===== src/rtl/sys_array_input_skew_pkg.sv =====
// Shared types and helpers for the systolic array input skew feeder.
package sys_array_pkg;

    typedef enum logic [1:0] {
        IDLE,
        RUN,
        FLUSH,
        DONE
    } skew_state_t;

    localparam int DATA_WIDTH_DEF = 8;
    localparam int ARRAY_L_DEF    = 2;

    // Cycles spent draining the diagonal after the last vector is accepted.
    function automatic int flush_cycles(input int array_l);
        return array_l - 1;
    endfunction

endpackage


===== src/rtl/sys_array_input_skew_if.sv =====
// Valid/ready input stream carrying one unskewed lane vector per transfer.
interface sys_array_input_skew_if #(
    parameter int DATA_WIDTH = sys_array_pkg::DATA_WIDTH_DEF,
    parameter int ARRAY_L    = sys_array_pkg::ARRAY_L_DEF
);
    logic [0:ARRAY_L-1][DATA_WIDTH-1:0] in_data;
    logic                               in_valid;
    logic                               in_last;
    logic                               in_ready;

    modport master (output in_data, output in_valid, output in_last, input in_ready);
    modport slave  (input in_data, input in_valid, input in_last, output in_ready);
endinterface


===== src/rtl/sys_array_input_skew_delay_line.sv =====
// DEPTH-stage register chain with async reset and synchronous clear.
module skew_delay_line #(
    parameter int WIDTH = 9,
    parameter int DEPTH = 1
) (
    input  logic             clk,
    input  logic             reset_n,
    input  logic             clear,
    input  logic [WIDTH-1:0] d,
    output logic [WIDTH-1:0] q
);
    logic [WIDTH-1:0] stage [DEPTH];

    always_ff @(posedge clk or negedge reset_n) begin
        if (!reset_n) begin
            for (int i = 0; i < DEPTH; i++) stage[i] <= '0;
        end else if (clear) begin
            for (int i = 0; i < DEPTH; i++) stage[i] <= '0;
        end else begin
            stage[0] <= d;
            for (int i = 1; i < DEPTH; i++) stage[i] <= stage[i-1];
        end
    end

    assign q = stage[DEPTH-1];
endmodule


===== src/rtl/sys_array_input_skew.sv =====
// Diagonal-skew feeder: lane j of each accepted vector reaches the array j cycles after lane 0.
//   state | meaning
//   IDLE  | waiting for the first vector of a burst
//   RUN   | burst in progress, accepting vectors
//   FLUSH | last vector accepted, draining the diagonal
//   DONE  | last element on the final lane, done pulse
module sys_array_input_skew
    import sys_array_pkg::*;
#(
    parameter int DATA_WIDTH = DATA_WIDTH_DEF,
    parameter int ARRAY_L    = ARRAY_L_DEF,
    parameter int CNT_W      = 16
) (
    input  logic                               clk,
    input  logic                               reset_n,
    input  logic                               clear,
    sys_array_input_skew_if.slave              in_bus,
    output logic [0:ARRAY_L-1][DATA_WIDTH-1:0] input_module,
    output logic [0:ARRAY_L-1]                 lane_valid,
    output logic                               busy,
    output logic                               done,
    output logic [CNT_W-1:0]                   burst_count
);
    localparam int FLUSH_CYCLES = flush_cycles(ARRAY_L);
    localparam int FC_W         = (ARRAY_L > 1) ? $clog2(ARRAY_L) : 1;

    skew_state_t     state, next_state;
    logic [FC_W-1:0] flush_cnt;
    logic            in_ready_int;
    logic            accept;

    assign accept          = in_bus.in_valid & in_ready_int;
    assign in_bus.in_ready = in_ready_int;

    always_ff @(posedge clk or negedge reset_n) begin
        if (!reset_n) state <= IDLE;
        else          state <= next_state;
    end

    always_comb begin
        next_state = state;
        if (clear) begin
            next_state = IDLE;
        end else begin
            case (state)
                IDLE, RUN: begin
                    if (accept) begin
                        if (!in_bus.in_last)        next_state = RUN;
                        else if (FLUSH_CYCLES == 0) next_state = DONE;
                        else                        next_state = FLUSH;
                    end
                end
                FLUSH:   if (flush_cnt == FC_W'(1)) next_state = DONE;
                DONE:    next_state = IDLE;
                default: next_state = IDLE;
            endcase
        end
    end

    always_comb begin
        in_ready_int = 1'b0;
        busy         = 1'b1;
        done         = 1'b0;
        case (state)
            IDLE: begin
                in_ready_int = !clear;
                busy         = 1'b0;
            end
            RUN:     in_ready_int = !clear;
            DONE:    done = 1'b1;
            default: ;
        endcase
    end

    // Terminal count at 1: the DONE transition lands on the edge that registers the final lane.
    always_ff @(posedge clk or negedge reset_n) begin
        if (!reset_n) begin
            flush_cnt <= '0;
        end else if (clear) begin
            flush_cnt <= '0;
        end else if (accept && in_bus.in_last) begin
            flush_cnt <= FC_W'(FLUSH_CYCLES);
        end else if (state == FLUSH && flush_cnt != '0) begin
            flush_cnt <= flush_cnt - FC_W'(1);
        end
    end

    always_ff @(posedge clk or negedge reset_n) begin
        if (!reset_n) begin
            burst_count <= '0;
        end else if (accept) begin
            if (state == IDLE)          burst_count <= CNT_W'(1);
            else if (burst_count != '1) burst_count <= burst_count + CNT_W'(1);
        end
    end

    for (genvar j = 0; j < ARRAY_L; j++) begin : g_lane
        logic [DATA_WIDTH:0] lane_d;
        logic [DATA_WIDTH:0] lane_q;

        assign lane_d = accept ? {1'b1, in_bus.in_data[j]} : '0;

        skew_delay_line #(
            .WIDTH (DATA_WIDTH + 1),
            .DEPTH (j + 1)
        ) u_delay (
            .clk     (clk),
            .reset_n (reset_n),
            .clear   (clear),
            .d       (lane_d),
            .q       (lane_q)
        );

        assign input_module[j] = lane_q[DATA_WIDTH-1:0];
        assign lane_valid[j]   = lane_q[DATA_WIDTH];
    end
endmodule


===== src/flat_wrapper.sv =====
// flat-port wrapper written by rule: the top's interface ports become plain ports
module sys_array_input_skew_flat import sys_array_pkg::*;
#(
    parameter int DATA_WIDTH = DATA_WIDTH_DEF,
    parameter int ARRAY_L    = ARRAY_L_DEF,
    parameter int CNT_W      = 16
)
  (clk, reset_n, clear, input_module, lane_valid, busy, done, burst_count, in_bus_in_data, in_bus_in_valid, in_bus_in_last, in_bus_in_ready);
  sys_array_input_skew_if #(.DATA_WIDTH(DATA_WIDTH), .ARRAY_L(ARRAY_L)) in_bus_i ();
  input  logic clk;
  input  logic reset_n;
  input  logic clear;
  output logic [0:ARRAY_L-1][DATA_WIDTH-1:0] input_module;
  output logic [0:ARRAY_L-1] lane_valid;
  output logic busy;
  output logic done;
  output logic [CNT_W-1:0] burst_count;
  input wire logic [$bits(in_bus_i.in_data)-1:0] in_bus_in_data;
  input wire logic [$bits(in_bus_i.in_valid)-1:0] in_bus_in_valid;
  input wire logic [$bits(in_bus_i.in_last)-1:0] in_bus_in_last;
  output wire logic [$bits(in_bus_i.in_ready)-1:0] in_bus_in_ready;
  assign in_bus_i.in_data = in_bus_in_data;
  assign in_bus_i.in_valid = in_bus_in_valid;
  assign in_bus_i.in_last = in_bus_in_last;
  assign in_bus_in_ready = in_bus_i.in_ready;
  sys_array_input_skew #(.DATA_WIDTH(DATA_WIDTH), .ARRAY_L(ARRAY_L), .CNT_W(CNT_W)) u_core (.clk(clk), .reset_n(reset_n), .clear(clear), .in_bus(in_bus_i), .input_module(input_module), .lane_valid(lane_valid), .busy(busy), .done(done), .burst_count(burst_count));
endmodule

===== config.mk =====
export PLATFORM = sky130hd
export DESIGN_NAME = sys_array_input_skew_flat
export DESIGN_NICKNAME = d
export VERILOG_FILES = /design/src/rtl/sys_array_input_skew_pkg.sv /design/src/rtl/sys_array_input_skew_if.sv /design/src/rtl/sys_array_input_skew_delay_line.sv /design/src/rtl/sys_array_input_skew.sv /design/src/flat_wrapper.sv
export SDC_FILE = /design/constraint.sdc
export NUM_CORES = 1
export LEC_CHECK = 0
export ABC_AREA = 0
export BUFFER_PORTS_ARGS = -buffer_cell sky130_fd_sc_hd__buf_2
export CAP_MARGIN = 20
export CORE_ASPECT_RATIO = 0.75
export CORE_MARGIN = 2
export CORE_UTILIZATION = 49
export CTS_BUF_LIST = sky130_fd_sc_hd__clkbuf_4
export DETAILED_ROUTE_END_ITERATION = 6
export PLACE_DENSITY_LB_ADDON = 0.2
export SYNTH_ARGS = -nofsm -noshare
export SYNTH_HDL_FRONTEND = slang
export SYNTH_SLANG_ARGS = --single-unit

===== constraint.sdc =====
create_clock -name clk -period 2.2 [get_ports clk]
set_input_delay 0.11 -clock clk [delete_from_list [all_inputs] [get_ports clk]]
set_output_delay 0.11 -clock clk [all_outputs]
set_load 0.1 [all_outputs]

# Yosys cells after proc, flatten, opt, wreduce, memory -nomap -nowiden
# Index checks and enable logic that the tools add are counted.
totals:
  register_bits: 46
  inputBits: 21
  output_inout_bits: 37
  word_cells: 41
op_classes:
  add_sub_neg: 2
  n_eq_ne: 6
  mux: 17
  n_bitwise: 1
  reduce_logical: 9
op_table:
  columns: ["operator", "n"]
  rows:
  - ["$mux W16", 2]
  - ["$mux W9", 3]
  - ["$mux W18", 1]
  - ["$add A16 B1 Y16 const B", 1]
  - ["$ne A16 B16 Y1 const B", 1]
  - ["$mux W2", 4]
  - ["$mux W1", 6]
  - ["$pmux W2 S3", 1]
  - ["$eq A2 B2 Y1 const B", 2]
  - ["$reduce_and A2 Y1", 2]
  - ["$ne A3 B1 Y1 const B", 1]
  - ["$ne A3 B2 Y1 const B", 1]
  - ["$reduce_bool A3 Y1", 1]
  - ["$eq A2 B1 Y1 const B", 1]
  - ["$logic_and A1 B1 Y1", 2]
  - ["$logic_not A2 Y1", 1]
  - ["$reduce_bool A2 Y1", 1]
  - ["$reduce_or A2 Y1", 1]
  - ["$and A1 B1 Y1", 1]
  - ["$logic_not A1 Y1", 1]
  - ["$sub A1 B1 Y1 const B", 1]

# Depth between registers and ports, before layout
# Gate-level depths: netlist of run 1.
depth:
  word_depth: 7
  ltp_mapped: 7
  ltp_nobuf: 6

# By module
# A second synthesis of run 1 with hierarchy kept.
hier_totals:
  cells_unflattened: 210
  area_unflattened_um2: 2174.6
by_module_without_submodules:
  columns: ["mod", "instances", "cells_each", "area_each_um2", "seq_area_each_um2"]
  rows:
  - ["sys_array_input_skew", 1, 146, 1246.2, 475.5]
  - ["skew_delay_line (u_core.g_lane[1].u_delay)", 1, 46, 646.9, 450.4]
  - ["skew_delay_line (u_core.g_lane[0].u_delay)", 1, 18, 281.5, 225.2]

# Least setup slack after synthesis of run 1
# No wires, ideal clock.
synth_path:
  path_type: "register to register"
  startpoint: "reg u_core.state[1]"
  endpoint: "reg u_core.burst_count[6]"
  arrival_time_ps: 2972
  required_time_ps: 2125
  slack_ps: -846
  path_stages_with_launch: 8
  period_less_slack_ps: 3046
  path_cell_list: "dfrtp_1 > nor2_1 > nand2_2 > inv_2 > nand2_1 > clkbuf_1 > or4b_1 > nand3_1"
synth_via:
  elab_chain_len: 5
synth_lines:
  columns: ["element", "line_no", "source"]
  rows:
  - ["start: declaration", "sys_array_input_skew.sv:27", "skew_state_t state, next_state;"]
  - ["start signal: assignment", "sys_array_input_skew.sv:37", "else state <= next_state;"]
  - ["$eq A2 B1 Y1 / $logic_not A2 Y1 (equally long branches)", "sys_array_input_skew.sv:64", "case (state)"]
  - ["$reduce_or A2 Y1 (no source line) (*)", null, null]
  - ["$mux W1 (*)", null, null]
  - ["net in_bus_in_ready", "flat_wrapper.sv:21", "output wire logic [$bits(in_bus_i.in_ready)-1:0] in_bus_in_ready;"]
  - ["$and A1 B1 Y1 (*)", "sys_array_input_skew.sv:32", "assign accept = in_bus.in_valid & in_ready_int;"]
  - ["$reduce_and A2 Y1 (no source line) (*)", null, null]
  - ["end signal: assignment", "sys_array_input_skew.sv:93", "else if (burst_count != '1) burst_count <= burst_count + CNT_W'(1);"]
  - ["end: declaration", "sys_array_input_skew.sv:22", "output logic [CNT_W-1:0] burst_count"]
# Mark *: on every way through the listed nets, which the timed path passes. The rest lies on a longest branch.
# A chain may end at the register's enable or synchronous reset.

# Worst setup path in the final report of run 1
layout_path:
  startpoint: "reg u_core.burst_count[1]"
  endpoint: "reg u_core.burst_count[8]"
layout_via:
  elab_chain_len: 3
layout_lines:
  columns: ["element", "line_no"]
  rows:
  - ["$add A16 B1 Y16 / $ne A16 B16 Y1 (equally long branches)", "sys_array_input_skew.sv:93"]
  - ["$mux W16 / $reduce_bool A2 Y1 (equally long branches)", null]
  - ["$mux W16 / $reduce_and A2 Y1 (equally long branches)", null]
# Parallel ways exist; a longest one is shown, timed or not. The select of a mux whose other input is x is not followed.

==> results.txt, run 1 <==
outcome: complete, no violations
synth cell count leaders: dfrtp_1, nand2_1, and2_1, nand3_1, buf_4
worst r2r src: u_core.burst_count[1]$_DFFE_PN0P_
Ports: 58
clk_skew: 5.988 ps
Starting Density: 0.5037
setup_tns: 0 ps
Metal-1 WL: 2118 um
max-cap viol count: 0
CTS tree: built
Crit. End Element: register
Avg WL per Cell: 13.57 um
Rows: 20
Hold Crit Start: clear
total global routing overflow: 0
clk_lat worst skew: 350 ps
post-route minimum period: 1993 ps
DIE WIDTH: 78.08 um
Seq. cell area: 0.001149 mm^2
leak pwr: 1.231 nW
Post-Route WL: 4273 um
Reg power frac: 0.431
Post-Syn Instances: 190
Net Sw Frac: 0.4466
cell internal pwr: 0.001328 W
Post-Syn Area per Cell: 10.62 um^2
EDFF count, synth: 0
Arr. time, crit path: 2290 ps
CP top delay family: simple AND/OR/NAND/NOR gates
P_sw: 0.001071 W
Main synth FF type: dfrtp_1
cell breakdown of the critical path: ha_1 > nand2_1 > or3_2 > or4_1 > nand3_1
Detailed Place HPWL: 2836 um
Async SR Flop Fraction: 1.000
Worst path slowest cell: or3_2
VDD IR max: 868.4 uV
Synth warnings: 0
ANT nets after route: 0
Least-Margin Pin Slew: 802.8 ps
Yosys reg bits: 45
port buffer count: 57
Hold Vio Cnt, Final: 0
CTS H-Tree Depth: 2
Via Count: 1651
gpl congestion: 0.8330
CTS Sinks: 45
first-pass GRT wire length: 7134 um
setup bufs post-CTS: 0
Hold Path Class: primary input to register
share of cells above drive strength 1: 0.3654
Unique masters post-synth: 38
most common cell in the netlist: dfrtp_1
DR top layer: met4
Crit Path Max Fanout: 4
largest net degree at the start of global routing: 38
Area Growth Syn to Fin: 28.16%
Multi-input gate area: 784.5 um^2
max-slew violations: 0
crit path launch type: register
Gate power share: 0.360
Yosys top cell area share: 0.5583
CP required: 2490 ps
Via-to-Cell Ratio: 5.241
critical path class: register to register
total CTS buffers: 5
DIE AREA: 0.004650 mm^2
Area contributors post-synth: dfrtp_1, and2_1, buf_4, nand2_1, nand3_1
Crit path buffers/inverters: 0
Filler cells: 336
max incr delay on CP: 530 ps
DR iter-0 viols: 115
Reg clk slew, reported paths: 130 ps
RSZ-0062 raised after global routing: no
DRC viols: 0
Period Utilization, post-route: 0.9061
Clock Tree Buf Depth: 2
PnR Total Power: 0.002399 W
Fmax: 0.5017 GHz
Clock power frac: 0.209
mapped cell area: 0.002017 mm^2
# setup viols final: 0
antenna fix cells: 0
Root Driver: clkbuf_4
leading area contributor after synthesis: dfrtp_1
metal2 WL: 1797 um
Power per Cell Area: 927.9 mW/mm^2
Final #Nets: 281
max_slew headroom: 0.4648
total core area: 0.004004 mm^2
Synth Net Count: 212
initial antenna violation count: 0
Total GRT Usage: 0.2035
Critical Path Start: u_core.burst_count[1]$_DFFE_PN0P_
die height: 59.56 um
First-pass DRT Iterations: 4
vias in the first global route: 1448
register area share after synthesis: 0.5583
routed wl met3: 314 um
[layout by cell type, fill, tap and decap left out, types with 3 or more instances in the layout]
master,n
nand2_1,20
dfrtp_2,12
o211ai_1,7
dlygate4sd3_1,17
buf_4,6
clkbuf_4,6
nand3_1,12
a21oi_1,5
nor3_1,4
buf_2,57
dfrtp_1,31
nor2_1,8
or4_1,7
o21ai_0,3
o311ai_0,4
nor2b_1,9
and2_1,17
nand4_1,4
[logic make-up after synthesis]
logic type	count (synthesis)	synth area share
AND/OR/NAND/NOR	96	0.2723
flip-flops	45	0.5583
AO/OA/AOI/OAI	27	0.09615
buffers and inverters	19	0.05645
multiplexers	2	0.01055
adder cells (fa/ha/maj)	1	0.006202
[power groups by stage]
| stage | sequential [W] | clock, W | combinational [W] |
|---|---|---|---|
| finish | 0.00103 | 0.000502 | 0.000863 |
| global route | 0.00105 | 0.000562 | 0.000909 |
| CTS | 0.00103 | 0.000515 | 0.000866 |
| detailed placement | 0.00105 | 0 | 0.000842 |
| global placement | 0.00104 | 0 | 0.000838 |
| floorplan | 0.00152 | 0 | 0.000210 |
[stage by stage]
| step | util | instances | worst slack, ps | hold WS [ps] | cell area [um^2] |
|---|---|---|---|---|---|
| finish | 0.6456 | 315 | 206.6 | 109.1 | 2585 |
| global route | 0.6456 | 315 | 115.5 | 93.63 | 2585 |
| CTS | 0.6456 | 315 | 218.6 | 104.7 | 2585 |
| detailed placement | 0.5834 | 290 | 240.3 | 248.7 | 2336 |
| global placement | 0.5834 | 290 | 289.7 | 261.2 | 2336 |
| floorplan | - | 190 | 3.601 | -185.6 | 2047 |
[sequential cells by signal, summed over array words and instances, names as in the netlist]
register                     cells
u_core.flush_cnt                 1
u_core.g_lane.u_delay.q         18
u_core.g_lane.u_delay.stage      8
u_core.state                     2
u_core.burst_count              16
[metal layers]
metal	track usage	vias to the layer above
met2	0.2882	65
li1	-	809
met3	0.05030	7
met5	0	-
met4	0.06767	0
met1	0.3072	770
[path summary, 6_finish.rpt]
path	end	slack, ps	depth (start not counted)
setup / recovery	u_core.burst_count[8]$_DFFE_PN0P_	210	5
hold / removal	u_core.state[0]$_DFFE_PN0P_	110	2
setup reg to reg	u_core.burst_count[8]$_DFFE_PN0P_	210	5
hold reg to reg	u_core.g_lane[1].u_delay.q[3]$_DFF_PN0_	470	1
max in group asynchronous	u_core.g_lane[1].u_delay.q[7]$_DFF_PN0_	1190	3
min in group asynchronous	u_core.burst_count[7]$_DFFE_PN0P_	360	2
[layout make-up]
cell class | instances | share of cell area
Multi-Input combinational cell | 126 | 0.3035
Sequential cell | 45 | 0.4443
Tap cell | 55 | 0.02662
Timing Repair Buffer | 80 | 0.1936
Clock inverter | 2 | 0.01307
Inverter | 1 | 0.001452
Clock buffer | 6 | 0.01742
[repair_timing]
| action | in CTS | in global routing |
|---|---|---|
| hold endpoints to repair | 52 | 0 |
| hold buffers | 17 | 0 |
| gates resized for setup | 0 | 0 |
Power figures use the tool's default switching activity.
==> run 2: changes to the inputs <==
--- a/config.mk
+++ b/config.mk
@@ -10,7 +10,7 @@
 export CAP_MARGIN = 20
 export CORE_ASPECT_RATIO = 0.75
 export CORE_MARGIN = 2
-export CORE_UTILIZATION = 49
+export CORE_UTILIZATION = 50
 export CTS_BUF_LIST = sky130_fd_sc_hd__clkbuf_4
 export DETAILED_ROUTE_END_ITERATION = 6
 export PLACE_DENSITY_LB_ADDON = 0.2
==> run 2 against run 1 <==
- sequential power barely moved
- worst setup slack improved by 35 ps
- via count rose by 2.0%
- die area fell by 1.9%
- cell count fell by 1.3%
- cell area fell by 0.39%
- global-route usage rose by 0.73 points
- critical path type unchanged
- largest cell class unchanged
- highest routed layer unchanged
==> results.txt, run 2 (same netlist as run 1, synthesis figures left out) <==
crit path launch type: register
Post-Route WL: 4465 um
leak pwr: 1.228 nW
outcome: complete, no violations
CTS Sinks: 45
commonest non-fill, non-tap cells in the layout: buf_2, dfrtp_1, nand2_1, and2_1, dlygate4sd3_1
port buffer count: 57
Power per Cell Area: 927.5 mW/mm^2
DIE WIDTH: 77.34 um
post-route minimum period: 1958 ps
max reg flops: 18
critical path class: register to register
Rows: 19
CTS tree: built
Ports: 58
commonest non-fill, non-tap cell in the layout: buf_2
hold_ws: 100.7 ps
dpl cell area: 0.002332 mm^2
Crit. End Element: register
DR iter-0 viols: 102
antenna fix cells: 0
largest net degree at the start of global routing: 23
reg2reg end: u_core.burst_count[8]$_DFFE_PN0P_
First-pass DRT Iterations: 4
P_sw: 0.001078 W
Net Sw Frac: 0.4513
share of cells above drive strength 1: 0.3668
Via Count: 1684
Final #Nets: 281
clk_lat worst skew: 350 ps
Gate power share: 0.360
VDD IR max: 679.6 uV
Area Growth Syn to Fin: 27.67%
Avg WL per Cell: 14.36 um
Clock power frac: 0.205
Clock Tree Buf Depth: 2
pre-CTS setup slack: 262.2 ps
Via-to-Cell Ratio: 5.415
total global routing overflow: 0
worst setup margin: 242.0 ps
Post-CTS Resized: 0
ANT nets after route: 0
Filler cells: 312
max-slew violations: 0
clk_skew: 5.629 ps
Hold Crit Start: clear
Fmax: 0.5107 GHz
die height: 59.01 um
Crit Path Max Fanout: 5
max_slew headroom: 0.6719
total CTS buffers: 5
Least-Margin Pin Slew: 495.6 ps
Root Driver: clkbuf_4
vias in the first global route: 1580
Total GRT Usage: 0.2108
initial antenna violation count: 0
Hold Vio Cnt, Final: 0
setup bufs post-CTS: 0
# setup viols final: 0
CTS H-Tree Depth: 2
r2r setup slk: 240 ps
Reg power frac: 0.435
RSZ-0062 raised after global routing: no
worst r2r src: u_core.burst_count[0]$_DFFE_PN0P_
first-pass GRT wire length: 7376 um
Worst Hold Depth: 2
total core area: 0.003756 mm^2
Arr. time, crit path: 2260 ps
DIE AREA: 0.004563 mm^2
worst hold endpoint: u_core.state[0]$_DFFE_PN0P_
Reg clk slew, reported paths: 130 ps
cell internal pwr: 0.001311 W
Final Util: 0.6855
Starting Density: 0.5370
gpl congestion: 0.8345
Hold Path Class: primary input to register
setup_tns: 0 ps
Detailed Place HPWL: 2991 um
design area: 0.002575 mm^2
Period Utilization, post-route: 0.8900
Reg2Reg Depth: 5
CP required: 2500 ps
DRC viols: 0
max-cap viol count: 0
## run 2: changes by cell type in the layout (fill, tap and decap cells not counted)
cell      before  now
clkinv_2       0    1
clkbuf_4       6    5
clkinv_1       1    0
## run 2: area by class of cell
type / instances / area [um^2] / share of cell area
Timing Repair Buffer: 80 / 500.5 / 0.1944
Inverter: 1 / 3.754 / 0.001458
Tap cell: 52 / 65.06 / 0.02527
Sequential cell: 45 / 1149 / 0.4461
Multi-Input combinational cell: 126 / 784.5 / 0.3047
Clock inverter: 2 / 35.03 / 0.01361
Clock buffer: 5 / 37.54 / 0.01458
## run 2: power groups by stage
stage | registers [W] | logic (W) | clock network (W)
after floorplan | 0.00152 | 0.000210 | 0
after global placement | 0.00105 | 0.000833 | 0
after detailed placement | 0.00105 | 0.000840 | 0
after CTS | 0.00104 | 0.000863 | 0.000496
after global routing | 0.00105 | 0.000898 | 0.000537
final | 0.00104 | 0.000860 | 0.000489
## run 2: critical path: stages, from the launching register on
cell and delay (ps):
dfrtp_4 450, ha_1 210, nand2_1 120, or3_2 530, or4_1 510, nand3_1 90
## run 2: repair_timing
| action | 4_1_cts | 5_1_grt |
|---|---|---|
| setup endpoints to repair | 0 | 0 |
| endpoints found under the hold margin | 39 | 0 |
| hold buffers | 17 | 0 |
## run 2: stage by stage
| step | cells | total power [W] |
|---|---|---|
| global placement | 287 | 0.001880 |
| floorplan | 190 | 0.001725 |
| CTS | 311 | 0.002395 |
| finish | 311 | 0.002388 |
| detailed placement | 287 | 0.001892 |
| global route | 311 | 0.002490 |
## run 2: worst max path at each step
| stage | from | to | slack, ps |
|---|---|---|---|
| 3_3_place_gp | u_core.burst_count[0]$_DFFE_PN0P_ | u_core.burst_count[8]$_DFFE_PN0P_ | 300 |
| 2_1_floorplan | u_core.burst_count[14]$_DFFE_PN0P_ | u_core.burst_count[9]$_DFFE_PN0P_ | 4 |
| 6_report | u_core.burst_count[0]$_DFFE_PN0P_ | u_core.burst_count[8]$_DFFE_PN0P_ | 240 |
| 3_5_place_dp | u_core.burst_count[0]$_DFFE_PN0P_ | u_core.burst_count[8]$_DFFE_PN0P_ | 260 |
| 5_1_grt | u_core.burst_count[0]$_DFFE_PN0P_ | u_core.burst_count[8]$_DFFE_PN0P_ | 160 |
| 4_1_cts | u_core.burst_count[0]$_DFFE_PN0P_ | u_core.burst_count[8]$_DFFE_PN0P_ | 240 |
## run 2: metal layers
layer  share of wire  GRT usage  wire length (um)
met5               0          0                 0
met4           0.011    0.06122                51
met3           0.065    0.05488               290
met2            0.47     0.3292              2097
met1            0.45     0.2963              2025
==> run 3: changes to the inputs <==
--- a/config.mk
+++ b/config.mk
@@ -8,7 +8,7 @@
 export ABC_AREA = 0
 export BUFFER_PORTS_ARGS = -buffer_cell sky130_fd_sc_hd__buf_2
 export CAP_MARGIN = 20
-export CORE_ASPECT_RATIO = 0.75
+export CORE_ASPECT_RATIO = 0.7
 export CORE_MARGIN = 2
 export CORE_UTILIZATION = 50
 export CTS_BUF_LIST = sky130_fd_sc_hd__clkbuf_4
==> run 3 against run 2 <==
- via count decreased by 2.3%
- wire length decreased by 3.0%
- die area about the same
- fmax decreased by 2.3%
- sequential share of layout area unchanged
- clock power decreased by 2%
- highest routed layer unchanged
- total power decreased by 0.40%
==> results.txt, run 3 (same netlist as run 1, synthesis figures left out) <==
outcome: complete, no violations
Area Growth Syn to Fin: 27.67%
RSZ-0062 raised after global routing: no
Crit. End Element: register
DR iter-0 viols: 87
Worst Hold Depth: 2
max reg flops: 18
Detailed Place HPWL: 2875 um
CTS tree: built
Final #Nets: 281
Post-Route WL: 4332 um
clk_lat worst skew: 340 ps
Via-to-Cell Ratio: 5.293
met2 GRT Util: 0.3024
Via Count: 1646
Least-Margin Pin Slew: 546.0 ps
Ports: 58
Rows: 19
die height: 57.14 um
Reg2Reg Depth: 5
max-cap viol count: 0
max_slew headroom: 0.6360
port buffer count: 57
Hold Crit Start: clear
DIE WIDTH: 79.91 um
CP required: 2490 ps
clk_skew: 7.866 ps
Root Driver: clkbuf_4
max-slew violations: 0
ANT nets after route: 0
busiest layer in global routing: met1
Clock Tree Buf Depth: 2
total CTS buffers: 5
DIE AREA: 0.004566 mm^2
Power per Cell Area: 923.9 mW/mm^2
initial antenna violation count: 0
# setup viols final: 0
post-route minimum period: 2004 ps
setup_tns: 0 ps
Layout Cells excl Fill: 311
leak pwr: 1.228 nW
crit path launch type: register
First-pass DRT Iterations: 4
gpl congestion: 0.8339
Fmax: 0.4989 GHz
GR Util met1: 0.3024
CTS Sinks: 45
total core area: 0.003899 mm^2
Final Util: 0.6605
total global routing overflow: 0
Crit Path Max Fanout: 5
Avg WL per Cell: 13.93 um
worst hold endpoint: u_core.state[0]$_DFFE_PN0P_
Arr. time, crit path: 2290 ps
Period Utilization, post-route: 0.9110
commonest non-fill, non-tap cells in the layout: buf_2, dfrtp_1, nand2_1, and2_1, dlygate4sd3_1
DRC viols: 0
antenna fix cells: 0
share of cells above drive strength 1: 0.3668
largest net degree at the start of global routing: 25
Hold Vio Cnt, Final: 0
Starting Density: 0.5173
total placed cells including tap cells: 287
Reg clk slew, reported paths: 120 ps
Hold Path Class: primary input to register
first-pass GRT wire length: 7189 um
worst r2r src: u_core.burst_count[0]$_DFFE_PN0P_
reg2reg end: u_core.burst_count[8]$_DFFE_PN0P_
r2r setup slk: 200 ps
GR Layer Usage met3: 0.05854
CTS H-Tree Depth: 2
VDD IR max: 1119 uV
Filler cells: 320
critical path class: register to register
commonest non-fill, non-tap cell in the layout: buf_2
Total GRT Usage: 0.2052
Post-CTS Resized: 0
vias in the first global route: 1456
[run 3: cell counts in the layout (fill, tap and decap cells not counted)]
Identical to the previous run, type by type.
[run 3: worst max-delay path, cell delays in order, from the launching register on]
cell	delay, ps
dfrtp_4	460
ha_1	210
nand2_1	130
or3_2	530
or4_1	510
nand3_1	90
[run 3: metrics by stage]
step | hold slack [ps] | total power [W] | worst slack, ps | instance area [um^2]
after detailed placement | 128.0 | 0.001892 | 228.6 | 2332
final | 114.1 | 0.002379 | 195.7 | 2575
after global routing | 98.93 | 0.002489 | 136.2 | 2575
after CTS | 101.9 | 0.002392 | 205.2 | 2575
after floorplan | -185.6 | 0.001725 | 3.601 | 2047
after global placement | 121.3 | 0.001880 | 291.7 | 2332
[run 3: how the worst max path moves through the flow]
stage / from / endpoint
floorplan: u_core.burst_count[14]$_DFFE_PN0P_ / u_core.burst_count[9]$_DFFE_PN0P_
global placement: u_core.burst_count[0]$_DFFE_PN0P_ / u_core.burst_count[8]$_DFFE_PN0P_
detailed placement: u_core.burst_count[0]$_DFFE_PN0P_ / u_core.burst_count[8]$_DFFE_PN0P_
CTS: u_core.burst_count[0]$_DFFE_PN0P_ / u_core.burst_count[8]$_DFFE_PN0P_
global route: u_core.burst_count[0]$_DFFE_PN0P_ / u_core.burst_count[8]$_DFFE_PN0P_
finish: u_core.burst_count[0]$_DFFE_PN0P_ / u_core.burst_count[8]$_DFFE_PN0P_
[run 3: final cells by class]
| cell class | count | area, um^2 | share of cell area |
|---|---|---|---|
| Sequential cell | 45 | 1149 | 0.4461 |
| Multi-Input combinational cell | 126 | 784.5 | 0.3047 |
| Timing Repair Buffer | 80 | 500.5 | 0.1944 |
| Tap cell | 52 | 65.06 | 0.02527 |
| Clock buffer | 5 | 37.54 | 0.01458 |
| Clock inverter | 2 | 35.03 | 0.01361 |
| Inverter | 1 | 3.754 | 0.001458 |
[run 3: power breakdown]
group / internal [W] / total [W] / switching [W] / leakage (nW)
clock network: 0.000232 / 0.000479 / 0.000247 / 0.0410
logic: 0.000154 / 0.000861 / 0.000707 / 0.608
registers: 0.000925 / 0.00104 / 0.000114 / 0.580
[run 3: routing by layer]
metal | share of wire | routed length (um)
met5 | 0 | 0
met2 | 0.44 | 1908
met3 | 0.075 | 325
met4 | 0.0097 | 42
met1 | 0.47 | 2056
[run 3: timing repair]
item                      in CTS  in global routing
hold buffers                  17                  0
hold endpoints to repair      38                  0
buffers inserted               0                  0
